===== src/rtl/apb_rd_cmd_sequencer.sv =====
// APB-domain command sequencer for the AHB2APB bridge.
// Pops command words, runs APB transfers, returns read responses.
module apb_rd_cmd_sequencer #(
  parameter int ADDR_W = 32,
  parameter int DATA_W = 32,
  parameter int TO_W   = 8
) (
  input  logic                     r_clk,
  input  logic                     r_rstn,
  input  logic                     cmd_empty,
  input  logic [ADDR_W+DATA_W:0]   cmd_rdata,
  output logic                     cmd_r_inc,
  output logic [ADDR_W-1:0]        paddr,
  output logic [DATA_W-1:0]        pwdata,
  output logic                     pwrite,
  output logic                     psel,
  output logic                     penable,
  input  logic                     pready,
  input  logic [DATA_W-1:0]        prdata,
  input  logic                     pslverr,
  input  logic                     rsp_full,
  output logic                     rsp_w_inc,
  output logic [DATA_W:0]          rsp_wdata,
  output logic                     wr_err,
  input  logic                     wr_err_clr,
  output logic                     busy
);

  typedef enum logic [1:0] {
    IDLE,
    SETUP,
    ACCESS,
    RESP
  } state_t;

  // Last count value before the limit; reaching the limit aborts.
  localparam logic [TO_W-1:0] TO_LAST = ~TO_W'(1);

  state_t          state;
  logic [TO_W-1:0] to_cnt;
  logic            to_hit;
  logic            wr_err_set;

  assign to_hit = (to_cnt == TO_LAST);

  assign wr_err_set = (state == ACCESS) && pwrite &&
                      ((pready && pslverr) || (!pready && to_hit));

  always_ff @(posedge r_clk or negedge r_rstn) begin
    if (!r_rstn) begin
      state     <= IDLE;
      to_cnt    <= '0;
      cmd_r_inc <= 1'b0;
      paddr     <= '0;
      pwdata    <= '0;
      pwrite    <= 1'b0;
      psel      <= 1'b0;
      penable   <= 1'b0;
      rsp_w_inc <= 1'b0;
      rsp_wdata <= '0;
      wr_err    <= 1'b0;
      busy      <= 1'b0;
    end else begin
      cmd_r_inc <= 1'b0;
      rsp_w_inc <= 1'b0;
      wr_err    <= wr_err_set | (wr_err & ~wr_err_clr);
      unique case (state)
        IDLE: begin
          if (!cmd_empty) begin
            cmd_r_inc <= 1'b1;
            {pwrite, paddr, pwdata} <= cmd_rdata;
            psel  <= 1'b1;
            busy  <= 1'b1;
            state <= SETUP;
          end
        end
        SETUP: begin
          penable <= 1'b1;
          to_cnt  <= '0;
          state   <= ACCESS;
        end
        ACCESS: begin
          if (pready || to_hit) begin
            psel    <= 1'b0;
            penable <= 1'b0;
            if (pwrite) begin
              busy  <= 1'b0;
              state <= IDLE;
            end else begin
              rsp_wdata <= pready ? {pslverr, prdata}
                                  : {1'b1, {DATA_W{1'b0}}};
              // Push on RESP entry when the FIFO already has room.
              rsp_w_inc <= !rsp_full;
              state     <= RESP;
            end
          end else begin
            to_cnt <= to_cnt + 1'b1;
          end
        end
        RESP: begin
          if (rsp_w_inc) begin
            busy  <= 1'b0;
            state <= IDLE;
          end else if (!rsp_full) begin
            rsp_w_inc <= 1'b1;
          end
        end
        default: state <= IDLE;
      endcase
    end
  end

endmodule


===== config.mk =====
export PLATFORM = sky130hd
export DESIGN_NAME = apb_rd_cmd_sequencer
export DESIGN_NICKNAME = d
export VERILOG_FILES = /design/src/rtl/apb_rd_cmd_sequencer.sv
export SDC_FILE = /design/constraint.sdc
export NUM_CORES = 1
export LEC_CHECK = 0
export ABC_AREA = 1
export BUFFER_PORTS_ARGS = -buffer_cell sky130_fd_sc_hd__buf_2
export CAP_MARGIN = 40
export CORE_MARGIN = 2
export CORE_UTILIZATION = 33
export CTS_CLUSTER_DIAMETER = 60
export DETAILED_ROUTE_END_ITERATION = 10
export PLACE_DENSITY = 0.72
export SETUP_SLACK_MARGIN = 0.02
export SYNTH_ARGS = -nofsm -noshare
export SYNTH_HDL_FRONTEND = slang
export SYNTH_SLANG_ARGS = --single-unit

===== constraint.sdc =====
create_clock -name r_clk -period 2.3 [get_ports r_clk]
set_input_delay 0.115 -clock r_clk [delete_from_list [all_inputs] [get_ports r_clk]]
set_output_delay 0.115 -clock r_clk [all_outputs]
set_load 0.005 [all_outputs]

==> qor.csv, run 1 <==
stage;metric;value;unit
clock_tree;clockRootBuffer;clkbuf_16;
routing;detailedRoute.firstIterationViolations;209;
global_route;grt_max_degree;68;
pwr;ir_drop;0.6166;mV
clock_tree;cts_tree;yes;
synthesis;yosys-top-cells-area;dfrtp_1, nand2_1, o21ai_2;
routing;drt_wl_total;13590;microns
synthesis;synth.avg_cell_area;8.945;sq um
min_path;hp-class;in -> reg;
sta;hold_violations;0;
floorplanning;pin_count;208;
worst_setup_path;cp.required;2640;ps
routing;vias_per_cell;4.411;
synthesis;ys_seq_area_share;61.69;%
synthesis;dominantRegCellSynth;dfrtp_1;
synthesis;synth_top_area_share;61.69;%
worst_setup_path;cp-start-kind;register;
sta;setup_violations;0;
synthesis;syn_area;4624;sq um
clock_tree;ctsResizeCount;0;
sta;timing.final.crit_share;75.91;%
flow_run;drv_cap;0;
sta;slew_viol_final;0;
routing;dr.pass1.iters;4;
final_layout;drive_gt1_share;32.02;%
final_layout;area_delta_synth_final;60.55;%
outcome;outcome;finished clean;
routing;vias;4490;
global_route;grt_pass1_vias;4508;
clock_tree;max-clock-path-buffers;2;
synthesis;synth_common_cells;nand2_1, dfrtp_1, o21ai_1, o21ai_2, buf_2;
clock_tree;clk_transition_reported_paths;50;ps
min_path;hold_path_depth;4;
final_layout;post_layout_nonfiller_instances;1018;
pwr;leakage;4.048;nW
global_route;antenna_found_initial;1;
place;portBuffers;207;
synthesis;synth_edf_count;0;
floorplanning;die_x;122.4;microns
synthesis;ys_seq_elements;114;
sta;setup_tns;0;ps
floorplanning;initial_utilization;33.58;%
place;dp_hpwl;8164;microns
final_layout;fillers;1212;
synthesis;syn-num-nets;623;
clock_tree;cts_max_level;4;
sta;worst_pin_slew;678.1;ps
clock_tree;insertion_delay;410;ps
place;dp_cells;885;
place;place_congestion;0.7750;
worst_setup_path;crit_path_max_fanout;67;
floorplanning;row_count;43;
floorplanning;core_area;13770;sq um
synthesis;synthArstFlopShare;100.0;%
worst_setup_path;r2r_cells;6;
sta;slew_headroom;54.79;%
synthesis;synth_top_cell_by_area;dfrtp_1;
sta;rsz0062_at_grt;false;
worst_setup_path;worst_setup_path_end_kind;register;
synthesis;yosysWarnings;0;
sta;layout_min_cycle_time;1746;ps
synthesis;synth_cell_types;24;
routing;antenna_left;0;
worst_setup_path;worst_ep_arrival_time;2090;ps
final_layout;layout.nets;930;
routing;drc;0;
clock_tree;cts_made_buffers;17;
sta;fmax;572.8;MHz
synthesis;syn_inst;517;
synthesis;yosysMostFrequentCell;nand2_1;
floorplanning;die_h;122.4;microns
global_route;grt_overflow;0;
global_route;grt_pass1_wl;21450;microns
clock_tree;cts_sinks;114;
global_route;grtUsageTotal;18.67;%
sta;finalClockSkew;6.779;ps
floorplanning;die-area;14980;sq um
worst_setup_path;path_class;reg -> reg;
routing;wl_per_cell;13.35;microns
pwr;powerDensity;1205;nW/um^2
final cells by class:
type	count	area, sq um	area share, %
Antenna cell	1	2.502	0.03370
Clock buffer	22	464.2	6.252
Clock inverter	10	131.4	1.769
Inverter	13	48.80	0.6572
Multi-Input combinational cell	365	1578	21.25
Sequential cell	114	2853	38.42
Tap cell	180	225.2	3.033
Timing Repair Buffer	313	2122	28.58
placed cells by master (no fill, tap or decap):
cell	netlist	routed
nand2_2	3	3
xor2_1	3	3
nand3_2	2	2
o22ai_1	1	1
or2_2	1	1
nand2_1	290	290
diode_2	0	1
nand4_1	2	2
dlygate4sd3_1	0	100
bufinv_16	0	3
clkbuf_1	8	3
xnor2_1	1	1
buf_2	11	206
o21ai_0	9	9
clkinvlp_4	0	1
a21oi_1	2	2
clkbuf_16	0	17
nor2_4	3	3
nand3_1	7	7
o21ai_1	17	17
inv_6	0	1
nor2_1	7	7
inv_1	10	10
inv_2	3	3
dfrtp_1	114	114
buf_12	0	3
clkinv_2	0	5
ha_1	2	2
o21bai_1	1	1
o21ai_2	14	14
buf_4	0	4
clkbuf_8	0	2
final timing paths:
kind                       slack [ps]  startpoint             to
min reg2reg                       460  pwdata[31]     pwdata[31]
max in group asynchronous        1370      r_rstn     pwdata[26]
max                               550    state[0]     pwdata[16]
max reg2reg                       550    state[0]     pwdata[16]
min                                80     pslverr  rsp_wdata[32]
min in group asynchronous         230      r_rstn  rsp_wdata[22]
metal layers:
layer | routed length [microns] | global-route usage (%) | vias to the layer above | share of wire [%]
li1 | - | - | 2211 | -
met1 | 5462 | 20.71 | 2097 | 40
met2 | 6973 | 32.15 | 149 | 51
met3 | 737 | 5.483 | 33 | 5.4
met4 | 416 | 10.13 | 0 | 3.1
met5 | 0 | 0 | - | 0
cell families after synthesis:
family	synth area share, %
adders and majority gates	0.5410
AOI/OAI and AO/OA	5.980
xor gates and xnor gates	0.7577
DFF	61.69
buffers and inverters	4.194
and+or+nand+nor	26.84
flip-flops by register name, summed over array words and instances, names as in the netlist:
register / flops
cmd_r_inc: 1
rsp_wdata: 33
paddr: 32
psel: 1
rsp_w_inc: 1
pwrite: 1
state: 2
wr_err: 1
penable: 1
to_cnt: 8
busy: 1
pwdata: 32
where the power goes:
| part | internal (W) | total, W | switching [W] |
|---|---|---|---|
| Sequential | 0.00289 | 0.00339 | 0.000492 |
| Combinational | 0.00128 | 0.00291 | 0.00163 |
| Clock | 0.00175 | 0.00265 | 0.000902 |
| Total | 0.00592 | 0.00895 | 0.00302 |
critical path: stages, from the launching register on:
cell and delay (ps):
dfrtp_1 430, nor2_1 190, inv_2 70, nor2_4 90, buf_4 540, nand2_1 200
nand2_1 130
stage by stage:
| stage | cell area (sq um) | util (%) | setup slack, ps | hold WS, ps | power (W) |
|---|---|---|---|---|---|
| floorplan | 4624 | - | 874.1 | -180.6 | 0.004793 |
| global placement | 5806 | 42.15 | 541.6 | 151.0 | 0.006008 |
| detailed placement | 5826 | 42.30 | 591.9 | 142.4 | 0.006126 |
| CTS | 7422 | 53.89 | 589.1 | 51.48 | 0.008958 |
| global route | 7425 | 53.91 | 419.3 | 62.58 | 0.009566 |
| finish | 7425 | 53.91 | 554.1 | 78.58 | 0.008947 |
what timing repair did:
item,in CTS,in global routing
buffers inserted,0,0
endpoints found under the setup margin,0,0
hold buffers,100,0
hold endpoints to repair,140,0
(Power assumes the default switching activity.)
==> inputs of run 2 (changes only) <==
--- a/config.mk
+++ b/config.mk
@@ -5,7 +5,7 @@
 export SDC_FILE = /design/constraint.sdc
 export NUM_CORES = 1
 export LEC_CHECK = 0
-export ABC_AREA = 1
+export ABC_AREA = 0
 export BUFFER_PORTS_ARGS = -buffer_cell sky130_fd_sc_hd__buf_2
 export CAP_MARGIN = 40
 export CORE_MARGIN = 2
==> constraint.sdc (replaced) <==
create_clock -name r_clk -period 1.7 [get_ports r_clk]
set_input_delay 0.085 -clock r_clk [delete_from_list [all_inputs] [get_ports r_clk]]
set_output_delay 0.085 -clock r_clk [all_outputs]
set_load 0.005 [all_outputs]
==> run 2 against run 1 <==
Power up 37%. Synthesized cell count shrank 43%. First-iteration DRC count is 30% lower. Critical endpoint is now to_cnt[7]. Final area fell by 1.1%. Highest routed layer unchanged. Clock skew rose by 3.9 ps. Setup slack lost 410 ps. Sequential power increased by 37%.
==> qor.csv, run 2 <==
stage;metric;value;unit;change
outcome;outcome;finished clean;;
min_path;hold_path_depth;4;;unchanged
synthesis;yosys-top-cells-area;dfrtp_1, mux2_2, a22o_1;;
sta;slew_headroom;61.00;%;+6.2 points
synthesis;syn_inst;297;;-43%
clock_tree;insertion_delay;400;ps;about the same
synthesis;synth_top_cell_by_area;dfrtp_1;;
routing;wl_per_cell;14.74;microns;+10%
global_route;grt_use_met1;18.92;%;-1.8 points
synthesis;syn_area;4355;sq um;-5.8%
clock_tree;cts_tree;yes;;
clock_tree;max-clock-path-buffers;2;;unchanged
final_layout;final_common_cell;buf_2;;
synthesis;synth_top_area_share;65.50;%;+3.8 points
synthesis;ys_seq_elements;114;;unchanged
routing;vias;3685;;-18%
worst_setup_path;r2r_cells;4;;-2
clock_tree;clockRootBuffer;clkbuf_16;;
routing;drt_wl_total;11860;microns;-13%
place;dp_hpwl;7150;microns;-12%
global_route;grt_overflow;0;;unchanged
floorplanning;die_x;118.9;microns;-2.9%
clock_tree;cts_made_buffers;17;;unchanged
final_layout;drive_gt1_share;50.08;%;+18 points
floorplanning;die_h;118.9;microns;-2.9%
worst_setup_path;worst_ep_arrival_time;1880;ps;-210 ps
routing;vias_per_cell;4.578;;+3.8%
min_path;hold_end;state[0];;
sta;rsz0062_at_grt;false;;
floorplanning;initial_utilization;34.10;%;+0.52 points
sta;layout_min_cycle_time;1557;ps;-189.3 ps
pwr;powerDensity;1667;nW/um^2;+38%
routing;dr.pass1.iters;4;;unchanged
synthesis;ys_seq_area_share;65.50;%;+3.8 points
final_layout;n_antenna_cell;0;;-1
synthesis;yosysWarnings;0;;unchanged
worst_setup_path;worstReg2RegEnd;to_cnt[7];;
sta;hold_violations;0;;unchanged
clock_tree;ctsResizeCount;0;;unchanged
clock_tree;clk_transition_reported_paths;50;ps;about the same
clock_tree;cts_setup_buffers;0;;unchanged
global_route;gr-usage-met2;29.96;%;-2.2 points
global_route;antenna_found_initial;0;;-1
pwr;ir_drop;0.7026;mV;+14%
synthesis;synth_edf_count;0;;unchanged
flow_run;drv_cap;0;;unchanged
worst_setup_path;worst_setup_path_end_kind;register;;
worst_setup_path;cp.required;2020;ps;-620 ps
synthesis;syn-num-nets;403;;-35%
place;place_congestion;0.7953;;+2.6%
final_layout;area_delta_synth_final;68.60;%;
worst_setup_path;crit_path_max_fanout;5;;-93%
synthesis;synth_cell_types;30;;+25%
routing;drc;0;;unchanged
global_route;grt_pass1_wl;19020;microns;-11%
routing;antenna_left;0;;unchanged
worst_setup_path;path_class;reg -> reg;;
synthesis;synthArstFlopShare;100.0;%;unchanged
sta;worst_pin_slew;584.9;ps;-93.16 ps
min_path;min-delay-start;cmd_empty;;
clock_tree;cts_hold_buf;102;;+2.0%
synthesis;yosysMostFrequentCell;dfrtp_1;;
floorplanning;core_area;12770;sq um;-7.3%
routing;detailedRoute.firstIterationViolations;147;;-30%
sta;slew_viol_final;0;;unchanged
sta;setup_tns;0;ps;unchanged
worst_setup_path;reg2reg_from;state[1];;
final_layout;top_register;rsp_wdata;;
final_layout;layout_common_cells;buf_2, dfrtp_1, dlygate4sd3_1;;
pwr;leakage;3.590;nW;-11%
final_layout;layout.nets;726;;-22%
min_path;hp-class;in -> reg;;
sta;timing.final.crit_share;91.56;%;+16 points
sta;setup_violations;0;;unchanged
floorplanning;row_count;41;;-4.7%
sta;finalClockSkew;10.66;ps;+3.881 ps
global_route;met3_usage;5.987;%;+0.50 points
global_route;globalRoute.busiestLayer;met2;;
floorplanning;die-area;14130;sq um;-5.6%
worst_setup_path;r2r_slack;140;ps;-410 ps
worst_setup_path;cp-start-kind;register;;
synthesis;dominantRegCellSynth;dfrtp_1;;
synthesis;synth_common_cells;dfrtp_1, mux2_2, a22o_1, buf_2, nand3_1;;
sta;fmax;642.5;MHz;+12%
clock_tree;cts_sinks;114;;unchanged
global_route;grtUsageTotal;17.04;%;-1.6 points
final_layout;largest_reg_flops;33;;unchanged
floorplanning;pin_count;208;;unchanged
synthesis;synth.avg_cell_area;14.66;sq um;+64%
place;portBuffers;207;;unchanged
global_route;grt_max_degree;115;;+69%
sta;whs;53.05;ps;-25.53 ps
clock_tree;cts_max_level;4;;unchanged
global_route;grt_pass1_vias;3988;;-12%
final_layout;largest_registers;rsp_wdata x33, paddr x32, pwdata x32;;
[run 2: cell types whose count changed after synthesis, moves of 4 or more]
cell and delta:
nand2_1 -284, o211ai_1 +4, o21ai_2 -14, mux2_2 +66, o21ai_0 -4, inv_1 -5
a22o_1 +32, o21ai_1 -15, buf_6 -5
[run 2: routing by layer]
metal	vias to the layer above	wire, microns
met5	-	0
met4	0	223
met3	21	797
met2	155	6133
met1	1777	4710
li1	1732	-
[run 2: how the worst max path moves through the flow]
stage	start	endpoint	slack [ps]	cells past startpoint
after floorplan	state[0]	paddr[10]	130	4
after global placement	state[0]	paddr[0]	210	3
after detailed placement	state[1]	to_cnt[7]	130	4
after CTS	state[1]	to_cnt[7]	140	4
after global routing	state[1]	to_cnt[7]	50	4
final	state[1]	to_cnt[7]	140	4
[run 2: report_power, final]
group,switching (W),total [W],internal (W)
logic,0.00158,0.00388,0.00230
clock network,0.00116,0.00372,0.00256
registers,0.000679,0.00464,0.00396
total,0.00342,0.0122,0.00882
[run 2: layout make-up]
class	count	area (sq um)
flip-flops and latches	114	2853
clock buffers	23	478.0
well taps	172	215.2
clock inverters	9	151.4
repair buffers	322	2220
multi-input cells	160	1408
fillers	993	5430
inverters	5	18.77
[run 2: critical path, stage by stage, from the launching register on]
cell     delay [ps]
dfrtp_1         430
nor3b_2         220
o21ai_1         150
or4_1           530
a21oi_1         160
[run 2: per-stage QoR]
| stage | worst slack [ps] | utilization [%] | cell area (sq um) | power [W] | instances |
|---|---|---|---|---|---|
| after floorplan | 133.0 | - | 4355 | 0.006424 | 297 |
| after global placement | 211.1 | 44.57 | 5693 | 0.008160 | 671 |
| after detailed placement | 132.7 | 44.57 | 5693 | 0.008348 | 671 |
| after CTS | 139.4 | 57.49 | 7343 | 0.01233 | 805 |
| after global routing | 48.46 | 57.49 | 7343 | 0.01300 | 805 |
| final | 143.5 | 57.49 | 7343 | 0.01224 | 805 |
[run 2: kinds of logic (layout without fill, tap and decap cells)]
kind of cell	Yosys count	after routing	synth area share, %
DFF	114	114	65.50
muxes	66	66	17.06
AOI/OAI and AO/OA	57	57	9.968
and+or+nand+nor	35	35	4.568
buffers and inverters	23	359	2.327
adders and majority gates	2	2	0.5745
